**config.mk**
```make
export PLATFORM = sky130hd
export DESIGN_NAME = shift_out_reg
export DESIGN_NICKNAME = d
export VERILOG_FILES = /design/src/rtl/shift_out_pkg.sv /design/src/rtl/shift_out_reg.sv
export SDC_FILE = /design/constraint.sdc
export NUM_CORES = 1
export LEC_CHECK = 0
export CORE_MARGIN = 5
export CORE_UTILIZATION = 55
export CTS_BUF_LIST = sky130_fd_sc_hd__clkbuf_16
export DETAILED_ROUTE_END_ITERATION = 7
export PLACE_DENSITY_LB_ADDON = 0.08
export SLEW_MARGIN = 10
export SYNTH_ARGS = -nofsm -noshare
export SYNTH_HDL_FRONTEND = slang
export SYNTH_SLANG_ARGS = --single-unit
```
**constraint.sdc**
```tcl
create_clock -name i_CLK -period 4.05 [get_ports i_CLK]
set_input_delay 1.0125 -clock i_CLK [delete_from_list [all_inputs] [get_ports i_CLK]]
set_output_delay 1.0125 -clock i_CLK [all_outputs]
set_load 0.1 [all_outputs]
```
**src/rtl/shift_out_pkg.sv**
```systemverilog
// Shared types for the shift_out_reg serial transmitter: state encoding and
// the bit-counter width helper.
package shift_out_pkg;

  typedef enum logic [1:0] {
    IDLE  = 2'd0,
    SHIFT = 2'd1,
    DONE  = 2'd2
  } state_e;

  // Counter must hold DATA_WIDTH-1 as its load value.
  function automatic int cnt_width(input int data_width);
    return $clog2(data_width + 1);
  endfunction

endpackage

```
**src/rtl/shift_out_reg.sv**
```systemverilog
// Parallel-in, serial-out transmitter feeding the shift_in_reg deserializer.
// Optional macro SHIFT_OUT_STALL_EN adds i_STALL to pause a frame in flight.
module shift_out_reg
  import shift_out_pkg::*;
#(
  parameter int DATA_WIDTH = 32
) (
  input  logic                  i_CLK,
  input  logic                  i_RST,
  input  logic [DATA_WIDTH-1:0] i_DATA,
  input  logic                  i_VALID,
`ifdef SHIFT_OUT_STALL_EN
  input  logic                  i_STALL,
`endif
  output logic                  o_READY,
  output logic                  o_D,
  output logic                  o_EN,
  output logic                  o_BUSY,
  output logic                  o_DONE
);

  // state | meaning
  // IDLE  | waiting for a word, o_READY high
  // SHIFT | driving bits MSB-first with o_EN high
  // DONE  | one-cycle o_DONE pulse after the last bit

  localparam int CNT_W = cnt_width(DATA_WIDTH);

  state_e                state_q, state_d;
  logic [DATA_WIDTH-1:0] shreg_q, shreg_d;
  logic [CNT_W-1:0]      cnt_q,   cnt_d;
  logic                  d_q,     d_d;
  logic                  en_q,    en_d;
  logic                  done_q,  done_d;
  logic                  stall;

`ifdef SHIFT_OUT_STALL_EN
  assign stall = i_STALL;
`else
  assign stall = 1'b0;
`endif

  always_comb begin
    state_d = state_q;
    shreg_d = shreg_q;
    cnt_d   = cnt_q;
    d_d     = d_q;
    en_d    = 1'b0;
    done_d  = 1'b0;
    case (state_q)
      IDLE: begin
        if (i_VALID) begin
          shreg_d = i_DATA;
          cnt_d   = CNT_W'(DATA_WIDTH - 1);
          d_d     = i_DATA[DATA_WIDTH-1];
          en_d    = 1'b1;
          state_d = SHIFT;
        end
      end
      SHIFT: begin
        if (stall) begin
          // Hold everything; dropping o_EN pauses the receiver.
          en_d = 1'b0;
        end else if (cnt_q != '0) begin
          shreg_d = {shreg_q[DATA_WIDTH-2:0], 1'b0};
          d_d     = shreg_q[DATA_WIDTH-2];
          cnt_d   = cnt_q - 1'b1;
          en_d    = 1'b1;
        end else begin
          d_d     = 1'b0;
          done_d  = 1'b1;
          state_d = DONE;
        end
      end
      DONE: begin
        state_d = IDLE;
      end
      default: begin
        state_d = IDLE;
        d_d     = 1'b0;
      end
    endcase
  end

  always_ff @(posedge i_CLK) begin
    if (!i_RST) begin
      state_q <= IDLE;
      shreg_q <= '0;
      cnt_q   <= '0;
      d_q     <= 1'b0;
      en_q    <= 1'b0;
      done_q  <= 1'b0;
    end else begin
      state_q <= state_d;
      shreg_q <= shreg_d;
      cnt_q   <= cnt_d;
      d_q     <= d_d;
      en_q    <= en_d;
      done_q  <= done_d;
    end
  end

  assign o_D     = d_q;
  assign o_EN    = en_q;
  assign o_DONE  = done_q;
  assign o_READY = (state_q == IDLE);
  assign o_BUSY  = (state_q == SHIFT) || (state_q == DONE);

endmodule

```
==> impl_metrics.env <==
export IMPL_start_util_pct=55.99
export IMPL_vdd_ir_drop_max_v=0.0004054
export IMPL_drt_vias_per_instance=5.500
export IMPL_rr_startpoint="state_q[1]$_SDFFE_PN0P_"
export IMPL_p_leak_nw=0.9308
export IMPL_synthSimpleGateAreaFrac_pct=11.19
export IMPL_synth_xor_area_share_pct=0
export IMPL_die_h_um=70.82
export IMPL_fin_skew_ns=0.002361
export IMPL_dieArea_sq_um=5015
export IMPL_r2r_end="cnt_q[4]$_SDFFE_PN0P_"
export IMPL_synth_most_common_cell="dfxtp_1"
export IMPL_hp_class="reg -> reg"
export IMPL_synth_top_area_share_pct=41.33
export IMPL_hold_start="shreg_q[0]$_SDFFE_PN0P_"
export IMPL_firstDrtPassIters=4
export IMPL_slew_headroom_pct=35.24
export IMPL_drv_slew=0
export IMPL_grt_pass1_wl_um=6727
export IMPL_synth_edf_count=0
export IMPL_grt_ovfl_total=0
export IMPL_clkSlewWorstSetupHoldPaths_ns=0.05
export IMPL_ys_top_cells_by_count="dfxtp_1, nor2_1, mux2i_1, a211oi_2, a211oi_1"
export IMPL_yosys_cell_types_count=32
export IMPL_fin_crit_ns=2.738
export IMPL_postLayoutCoreUtil_pct=70.18
export IMPL_avgSynthCellArea_sq_um=9.973
export IMPL_reg2reg_slack_ns=1.69
export IMPL_postCtsSetupBuffers=0
export IMPL_hold_end="shreg_q[0]$_SDFFE_PN0P_"
export IMPL_fin_crit_sh_pct=67.61
export IMPL_ys_async_sr_fraction_pct=0
export IMPL_nNetsFinal=277
export IMPL_cts_root_buffer="clkbuf_16"
export IMPL_netlist_instances=204
export IMPL_synth_main_ff_cell="dfxtp_1"
export IMPL_power_density_nw_per_um2=565.2
export IMPL_hpwl_um=2712
export IMPL_areaGrowthSynthToFinish_pct=25.34
export IMPL_synth_compound_area_share_pct=24.72
export IMPL_rsz0062_at_grt="no"
export IMPL_vias=1573
export IMPL_clk_latency_ns=0.28
export IMPL_critical_path_arrival_ns=2.92
export IMPL_grt_usage_pct=16.43
export IMPL_synthAdderAreaFrac_pct=3.075
export IMPL_fillers=296
export IMPL_use_met2_pct=28.12
export IMPL_grt_max_degree=69
export IMPL_die_width_um=70.82
export IMPL_worst_pin_slew_ns=0.9684
export IMPL_tns_ns=0
export IMPL_netlist_area_sq_um=2034
export IMPL_worstHoldPathCells=2
export IMPL_multi_input_area_sq_um=1096
export IMPL_wl_per_cell_um=13.85
export IMPL_final_antenna_net_count=0
export IMPL_cp_max_fo=68
export IMPL_ctsResizeCount=0
export IMPL_synth_seq_cells=42
export IMPL_use_met3_pct=5.824
export IMPL_total_power_mw=1.441
export IMPL_synth_top_area_cell="dfxtp_1"
export IMPL_place_gp_congestion=0.7756
export IMPL_grtUsageMet1_pct=19.41
export IMPL_final_setup_viol_count=0
export IMPL_synth_net_count=244
export IMPL_io_pins=40
export IMPL_cts_tree="built"
export IMPL_htree_levels=2
export IMPL_cts_buffer_depth=2
export IMPL_drc=0
export IMPL_cp_end_kind="register"
export IMPL_holdBufCountCts=0
export IMPL_ys_top_cells_by_area="dfxtp_1, mux2i_1, a211oi_2"
export IMPL_required_ns=4.24
export IMPL_status="finished, final reports clean"
export IMPL_preCtsSetupSlack_ns=1.011
export IMPL_antenna_found_initial=0
export IMPL_drive_above_1_share_pct=13.87
export IMPL_whs_ns=0.4746
export IMPL_setup_ws_ns=1.312
export IMPL_cts_made_buffers=5
export IMPL_criticalPathCategory="in -> reg"
export IMPL_grt_pass1_vias=1564
export IMPL_grt_busiest_layer="met2"
export IMPL_io_buffers=39
export IMPL_synth_top_family_by_area="compound AO/OA/AOI/OAI gates"
export IMPL_cts_sinks=42
export IMPL_drt_iter0_drc=73
export IMPL_synthMuxAreaShare_pct=14.76
export IMPL_maxCapViolCount=0
export IMPL_yosysWarnings=0
export IMPL_ff_latch_area_sq_um=840.8
export IMPL_timing_fmax_ghz=0.3652
export IMPL_worst_setup_path_start_kind="primary input"
export IMPL_placementRows=22
export IMPL_core_area_sq_um=3633
export IMPL_final_hold_viol_count=0
export IMPL_finalWirelength_um=3961
export IMPL_antennaDiodeCount=0
export IMPL_ys_seq_area_share_pct=41.33
export IMPL_rr_worst_depth=6
## worst max-delay path by stage
stage,startpoint,to
final,i_VALID,cnt_q[3]$_SDFFE_PN0P_
after CTS,o_DONE$_SDFF_PN0_,o_DONE
after global routing,i_VALID,shreg_q[8]$_SDFFE_PN0P_
after global placement,i_VALID,cnt_q[3]$_SDFFE_PN0P_
after floorplan,state_q[0]$_SDFFE_PN0P_,o_READY
after detailed placement,i_VALID,cnt_q[3]$_SDFFE_PN0P_
## registers in the layout, indices dropped and copies added (netlist names)
signal	flops
shreg_q	31
cnt_q	6
state_q	2
o_D	1
o_DONE	1
o_EN	1
## layout make-up
cell class	count	share of cell area, %
Clock inverter	3	0.4907
Inverter	6	0.8832
Timing Repair Buffer	40	15.41
Multi-Input combinational cell	142	42.98
Clock buffer	5	4.907
Tap cell	48	2.355
Sequential cell	42	32.97
## worst max-delay path: stages
cell	delay [ns]
clkdlybuf4s50_1	0.53
nand2b_1	0.23
o221a_4	0.75
a21oi_1	0.14
a311oi_1	0.26
## layer usage
layer / vias to the layer above / routed length, um
met3: 3 / 222
met4: 0 / 32
li1: 813 / -
met2: 35 / 1995
met5: - / 0
met1: 722 / 1711
## cells in the final DEF, fill, tap and decap left out, drive strengths merged, types with 5 or more instances in the layout
master / synthesis / final
a21oi: 8 / 8
inv: 6 / 7
clkbuf: 8 / 5
mux2i: 30 / 30
ha: 5 / 5
dfxtp: 42 / 42
clkdlybuf4s50: 0 / 37
a211oi: 31 / 31
nor2: 35 / 35
## per-stage QoR
step	std cells	area, sq um
after floorplan	204	2034
after global placement	278	2412
after detailed placement	278	2412
after CTS	286	2550
after global routing	286	2550
final	286	2550
## cells by family after synthesis
group / Yosys count
compound gates: 55
buf+inv: 20
fa+ha+maj: 5
flops: 42
simple gates: 52
mux: 30
## where the power goes
part	leakage, nW	internal [mW]	switching [mW]
Sequential	0.348	0.506	0.0568
Combinational	0.510	0.205	0.307
Clock	0.0724	0.222	0.144
Total	0.931	0.933	0.508
Power figures use the tool's default switching activity.
